--- src/rtl/uart_receiver_if.sv ---
// Serial receive port bundle: line and oversampling tick in, character and status out.
interface uart_receiver_if #(
   parameter int DATA_BITS = 7
);
   logic                 i_rx;
   logic                 i_rx_en;
   logic [DATA_BITS-1:0] o_data_out;
   logic                 o_data_valid;
   logic                 o_parity_error;
   logic                 o_framing_error;
   logic                 o_busy;

   // Side that drives the serial line and consumes received characters.
   modport master (
      output i_rx, i_rx_en,
      input  o_data_out, o_data_valid, o_parity_error, o_framing_error, o_busy
   );

   // The receiver itself.
   modport slave (
      input  i_rx, i_rx_en,
      output o_data_out, o_data_valid, o_parity_error, o_framing_error, o_busy
   );
endinterface

--- src/rtl/uart_receiver.sv ---
// UART receiver: start bit, DATA_BITS data bits LSB first, odd parity, one stop bit.
// The line is sampled at mid-bit using OVERSAMPLE rx_en ticks per bit period.
module uart_receiver #(
   parameter int OVERSAMPLE = 16,
   parameter int DATA_BITS  = 7
) (
   input  logic            clk,
   input  logic            resetN,
   uart_receiver_if.slave  bus
);
   localparam int TICK_W = $clog2(OVERSAMPLE);
   localparam int BIT_W  = $clog2(DATA_BITS + 1);
   localparam logic [TICK_W-1:0] HALF_LAST = TICK_W'(OVERSAMPLE / 2 - 1);
   localparam logic [TICK_W-1:0] FULL_LAST = TICK_W'(OVERSAMPLE - 1);
   localparam logic [BIT_W-1:0]  BIT_LAST  = BIT_W'(DATA_BITS - 1);

   typedef enum logic [2:0] {S_IDLE, S_START, S_DATA, S_PARITY, S_STOP} state_t;

   logic                 r_sync1, r_rx_s, r_rx_prev;
   state_t               r_state, w_state_next;
   logic [TICK_W-1:0]    r_tick, w_tick_next;
   logic [BIT_W-1:0]     r_bit, w_bit_next;
   logic [DATA_BITS-1:0] r_shift, w_shift_next;
   logic                 r_par, w_par_next;
   logic [DATA_BITS-1:0] r_data_out, w_data_out_next;
   logic                 r_data_valid, w_data_valid_next;
   logic                 r_parity_error, w_parity_error_next;
   logic                 r_framing_error, w_framing_error_next;

   // Two-flop synchroniser on the line; rx_prev remembers the line as seen on the last tick.
   always_ff @(posedge clk or negedge resetN) begin
      if (!resetN) begin
         r_sync1   <= 1'b1;
         r_rx_s    <= 1'b1;
         r_rx_prev <= 1'b1;
      end else begin
         r_sync1 <= bus.i_rx;
         r_rx_s  <= r_sync1;
         if (bus.i_rx_en)
            r_rx_prev <= r_rx_s;
      end
   end

   // Frame state, counters and output registers.
   always_ff @(posedge clk or negedge resetN) begin
      if (!resetN) begin
         r_state         <= S_IDLE;
         r_tick          <= '0;
         r_bit           <= '0;
         r_shift         <= '0;
         r_par           <= 1'b0;
         r_data_out      <= '0;
         r_data_valid    <= 1'b0;
         r_parity_error  <= 1'b0;
         r_framing_error <= 1'b0;
      end else begin
         r_state         <= w_state_next;
         r_tick          <= w_tick_next;
         r_bit           <= w_bit_next;
         r_shift         <= w_shift_next;
         r_par           <= w_par_next;
         r_data_out      <= w_data_out_next;
         r_data_valid    <= w_data_valid_next;
         r_parity_error  <= w_parity_error_next;
         r_framing_error <= w_framing_error_next;
      end
   end

   // Next-state logic; everything advances only on rx_en ticks, data_valid self-clears.
   always_comb begin
      w_state_next         = r_state;
      w_tick_next          = r_tick;
      w_bit_next           = r_bit;
      w_shift_next         = r_shift;
      w_par_next           = r_par;
      w_data_out_next      = r_data_out;
      w_data_valid_next    = 1'b0;
      w_parity_error_next  = r_parity_error;
      w_framing_error_next = r_framing_error;
      if (bus.i_rx_en) begin
         case (r_state)
            S_IDLE: begin
               // Only a high-to-low transition starts a frame; a held-low line does not.
               if (r_rx_prev && !r_rx_s) begin
                  w_state_next = S_START;
                  w_tick_next  = '0;
               end
            end
            S_START: begin
               if (r_tick == HALF_LAST) begin
                  w_tick_next = '0;
                  if (!r_rx_s) begin
                     w_state_next = S_DATA;
                     w_bit_next   = '0;
                  end else begin
                     w_state_next = S_IDLE;   // glitch shorter than half a bit
                  end
               end else begin
                  w_tick_next = r_tick + TICK_W'(1);
               end
            end
            S_DATA: begin
               if (r_tick == FULL_LAST) begin
                  w_tick_next         = '0;
                  w_shift_next[r_bit] = r_rx_s;
                  if (r_bit == BIT_LAST)
                     w_state_next = S_PARITY;
                  else
                     w_bit_next = r_bit + BIT_W'(1);
               end else begin
                  w_tick_next = r_tick + TICK_W'(1);
               end
            end
            S_PARITY: begin
               if (r_tick == FULL_LAST) begin
                  w_tick_next  = '0;
                  w_par_next   = r_rx_s;
                  w_state_next = S_STOP;
               end else begin
                  w_tick_next = r_tick + TICK_W'(1);
               end
            end
            S_STOP: begin
               // Returning to idle at mid-stop lets a back-to-back start edge be caught.
               if (r_tick == FULL_LAST) begin
                  w_tick_next          = '0;
                  w_data_out_next      = r_shift;
                  w_parity_error_next  = (r_par != ~^r_shift);
                  w_framing_error_next = ~r_rx_s;
                  w_data_valid_next    = 1'b1;
                  w_state_next         = S_IDLE;
               end else begin
                  w_tick_next = r_tick + TICK_W'(1);
               end
            end
            default: begin
               w_state_next = S_IDLE;
               w_tick_next  = '0;
            end
         endcase
      end
   end

   assign bus.o_data_out      = r_data_out;
   assign bus.o_data_valid    = r_data_valid;
   assign bus.o_parity_error  = r_parity_error;
   assign bus.o_framing_error = r_framing_error;
   assign bus.o_busy          = (r_state != S_IDLE);
endmodule

--- src/flat_wrapper.sv ---
// flat-port wrapper written by rule: the top's interface ports become plain ports
module uart_receiver_flat 
#(
   parameter int OVERSAMPLE = 16,
   parameter int DATA_BITS  = 7
)
  (clk, resetN, bus_i_rx, bus_i_rx_en, bus_o_data_out, bus_o_data_valid, bus_o_parity_error, bus_o_framing_error, bus_o_busy);
  uart_receiver_if #(.DATA_BITS(DATA_BITS)) bus_i ();
  input  logic clk;
  input  logic resetN;
  input wire logic [$bits(bus_i.i_rx)-1:0] bus_i_rx;
  input wire logic [$bits(bus_i.i_rx_en)-1:0] bus_i_rx_en;
  output wire logic [$bits(bus_i.o_data_out)-1:0] bus_o_data_out;
  output wire logic [$bits(bus_i.o_data_valid)-1:0] bus_o_data_valid;
  output wire logic [$bits(bus_i.o_parity_error)-1:0] bus_o_parity_error;
  output wire logic [$bits(bus_i.o_framing_error)-1:0] bus_o_framing_error;
  output wire logic [$bits(bus_i.o_busy)-1:0] bus_o_busy;
  assign bus_i.i_rx = bus_i_rx;
  assign bus_i.i_rx_en = bus_i_rx_en;
  assign bus_o_data_out = bus_i.o_data_out;
  assign bus_o_data_valid = bus_i.o_data_valid;
  assign bus_o_parity_error = bus_i.o_parity_error;
  assign bus_o_framing_error = bus_i.o_framing_error;
  assign bus_o_busy = bus_i.o_busy;
  uart_receiver #(.OVERSAMPLE(OVERSAMPLE), .DATA_BITS(DATA_BITS)) u_core (.clk(clk), .resetN(resetN), .bus(bus_i));
endmodule
--- config.mk ---
export PLATFORM = sky130hd
export DESIGN_NAME = uart_receiver_flat
export DESIGN_NICKNAME = d
export VERILOG_FILES = /design/src/rtl/uart_receiver_if.sv /design/src/rtl/uart_receiver.sv /design/src/flat_wrapper.sv
export SDC_FILE = /design/constraint.sdc
export NUM_CORES = 1
export LEC_CHECK = 0
export ABC_AREA = 1
export BUFFER_PORTS_ARGS = -buffer_cell sky130_fd_sc_hd__buf_2
export CORE_MARGIN = 10
export CORE_UTILIZATION = 58
export CTS_CLUSTER_SIZE = 28
export DETAILED_ROUTE_END_ITERATION = 10
export GPL_ROUTABILITY_DRIVEN = 0
export HOLD_SLACK_MARGIN = 0.1
export PLACE_DENSITY = 0.89
export SLEW_MARGIN = 0
export SYNTH_ARGS = -nofsm -noshare
export SYNTH_HDL_FRONTEND = slang
export SYNTH_SLANG_ARGS = --single-unit
--- constraint.sdc ---
create_clock -name clk -period 1.5 [get_ports clk]
set_input_delay 0.15 -clock clk [delete_from_list [all_inputs] [get_ports clk]]
set_output_delay 0.15 -clock clk [all_outputs]
set_load 0.01 [all_outputs]
==> impl_metrics.ini <==
[clock_tree]
path_clk_slew_ns = 0.10
clkLatencyLatePin_ns = 0.34
clk_path_buf_depth = 2
cts_made_buffers = 5
cts_tree = done
cts-root-buf = clkbuf_4
clkSinkCount = 31
h-tree-depth = 2

[critical_path]
cp-start-kind = flip-flop
max_stage_delay_ns = 0.40
worstSetupEndpointType = flip-flop
cp.arrival_ns = 1.72
cp_cell_sequence = ha_2 -> nand2_4 -> nor2_8 -> nand2_4 -> nor2_4 -> nand3_1 -> nand2_1 -> o21ai_0
path_class = reg2reg
path_delay_family = simple AND/OR/NAND/NOR gates
crit_path_max_fanout = 7
slowest_stage = dfrtp_1
crit_required_ns = 1.72
cpMostUsedCell = nand2_4
path_buf_inv = 0

[timing]
min_period_ns = 1.49
final_max_slew_viol_count = 0
hold_viol = 0
timing.fmax_mhz = 670
fin_ws_ns = 0.00751
setup_tns_ns = 0
finClkSkew_ns = 0.0158
rsz0062_at_grt = true
tightest_slew_ns = 0.668
period_share = 0.995
setup_violations = 0
slew_headroom = 0.555

[power_and_ir_drop]
leakagePower_uw = 0.00106
power_density_nw_per_um2 = 1220
irDropWorstVdd_v = 0.00101

[place]
place_ws_ns = 0.00532
dpl.cell_count = 263
post-dp-hpwl_um = 2470
io_buffer_count = 14
dpl-instance-area_um2 = 1800

[detailed_routing]
antenna_left = 0
wl_met2_um = 1660
route.vias.total = 1468
dr.pass1.iters = 4
drt-initial-drc-count = 130
wl_per_cell_um = 12.8
wl_met3_um = 251
vias_per_cell = 5.36
wl_met1_um = 1470
routed_wl_um = 3500
drcViolationCount = 0
routed.top_layer = met4

[die]
start_util = 0.607
fp.dieH_um = 73.9
die_area_um2 = 5470
die_w_um = 73.9
core-area_um2 = 2780
rows = 19
io_pins = 15

[synthesis]
synth-seq-area-share = 0.462
avgSynthCellArea_um2 = 7.78
syn_inst = 217
syn_area_um2 = 1690
ys_ff_latch = 31
synth_nets = 224
yosysWarningCount = 0
synth_cell_types = 26

[cells_and_area]
nFillCells = 217
antenna_cells = 0
fin_nets = 249
finalInstanceArea_um2 = 1950
fin_cells = 274
fin_util = 0.701
final_layout_size_suffix_gt1_frac = 0.235
area_growth_pct = 15.5

[global_route]
grt_pass1_wl_um = 5840
grt_pass1_vias = 1377
grt_max_degree = 32
antenna_found_initial = 0
grt_use_total = 0.135
gr-total-overflow = 0

[status]
status = complete, no violations

[flow_run]
maxCapViolations = 0

[min_path]
hp-class = in2reg
## through the flow
| stage | hold slack, ns | power [µW] |
|---|---|---|
| floorplan | -0.146 | 1420 |
| global placement | 0.217 | 1590 |
| detailed placement | 0.229 | 1620 |
| CTS | 0.149 | 2330 |
| global route | 0.162 | 2530 |
| finish | 0.163 | 2380 |
## path summary, 6_finish.rpt
path,from,to,slack [ns],cells past startpoint
min,bus_i_rx_en,u_core.bus.o_data_valid$_DFF_PN0_,0.16,3
max reg2reg,u_core.r_tick[0]$_DFFE_PN0P_,u_core.r_shift[0]$_DFFE_PN0P_,0.008,8
min reg2reg,u_core.r_sync1$_DFF_PN1_,u_core.r_rx_s$_DFF_PN1_,0.36,0
min in group asynchronous,resetN,u_core.r_state[1]$_DFFE_PN0P_,0.37,2
max,u_core.r_tick[0]$_DFFE_PN0P_,u_core.r_shift[0]$_DFFE_PN0P_,0.008,8
max in group asynchronous,resetN,u_core.r_state[2]$_DFFE_PN0P_,0.69,2
## flip-flops by register name, indices dropped and copies added, names as in the netlist
signal and flops:
u_core.bus.o_data_out 7, u_core.r_shift 7, u_core.r_state 3, u_core.bus.o_data_valid 1, u_core.bus.o_framing_error 1, u_core.r_rx_prev 1, u_core.r_rx_s 1, u_core.r_tick 4
u_core.r_bit 3, u_core.bus.o_parity_error 1, u_core.r_sync1 1, u_core.r_par 1
## cell usage after synthesis, drive strengths merged
| master | instances | share of area |
|---|---|---|
| nand4 | 4 | 0.015 |
| nor2 | 23 | 0.075 |
| inv | 27 | 0.060 |
| ha | 3 | 0.022 |
| dfrtp | 28 | 0.42 |
| nand2 | 79 | 0.18 |
| o21ai | 22 | 0.079 |
| buf | 2 | 0.0096 |
| dfstp | 3 | 0.047 |
| or2 | 1 | 0.0037 |
| nor3 | 1 | 0.0030 |
| xnor2 | 1 | 0.0052 |
| nand3 | 19 | 0.067 |
| a21oi | 3 | 0.011 |
| xor2 | 1 | 0.0052 |
## per-layer routing
layer,GRT usage,up-vias
li1,-,737
met4,0.0828,0
met3,0.0319,15
met1,0.158,670
met2,0.219,46
met5,0,-
## what timing repair did
item,4_1_cts,5_1_grt
hold buffers,2,0
resized for setup,3,10
cloned,0,0
pin swaps,1,1
endpoints found under the setup margin,2,14
buffers inserted,0,1
endpoints found under the hold margin,29,0
## power by group
part	switching, µW	total [µW]	internal, µW
registers	93.5	1010	918
logic	442	680	238
clock network	300	694	394
## placed cells by master, fill, tap and decap left out, types with 5 or more instances in the layout
cell type and count:
buf_2 14, clkbuf_4 5, dfrtp_1 28, inv_1 21, inv_2 5, nand2_1 74, nand3_1 16, nor2_1 18
o21ai_0 11, o21ai_1 5, o21ai_2 6
## layout make-up
| cell class | count | area (µm²) | area share |
|---|---|---|---|
| multi-input cells | 157 | 821 | 0.421 |
| flip-flops and latches | 31 | 779 | 0.400 |
| repair buffers | 20 | 120 | 0.0616 |
| inverters | 27 | 104 | 0.0533 |
| clock buffers | 6 | 51.3 | 0.0263 |
| well taps | 31 | 38.8 | 0.0199 |
| clock inverters | 2 | 35.0 | 0.0180 |
## worst min-delay path, cell delays in order
cell	delay, ns
buf_2	0.14
nand2_4	0.12
nor2_8	0.05
## kinds of logic (layout without fill, tap and decap cells)
family | Yosys count | count (layout) | synth area share
AOI/OAI and AO/OA | 25 | 25 | 0.0897
buffers and inverters | 29 | 55 | 0.0697
and+or+nand+nor | 127 | 127 | 0.346
adders and majority gates | 3 | 3 | 0.0222
xor gates and xnor gates | 2 | 2 | 0.0104
DFF | 31 | 31 | 0.462
No activity file was read; power rests on OpenSTA's default activity.
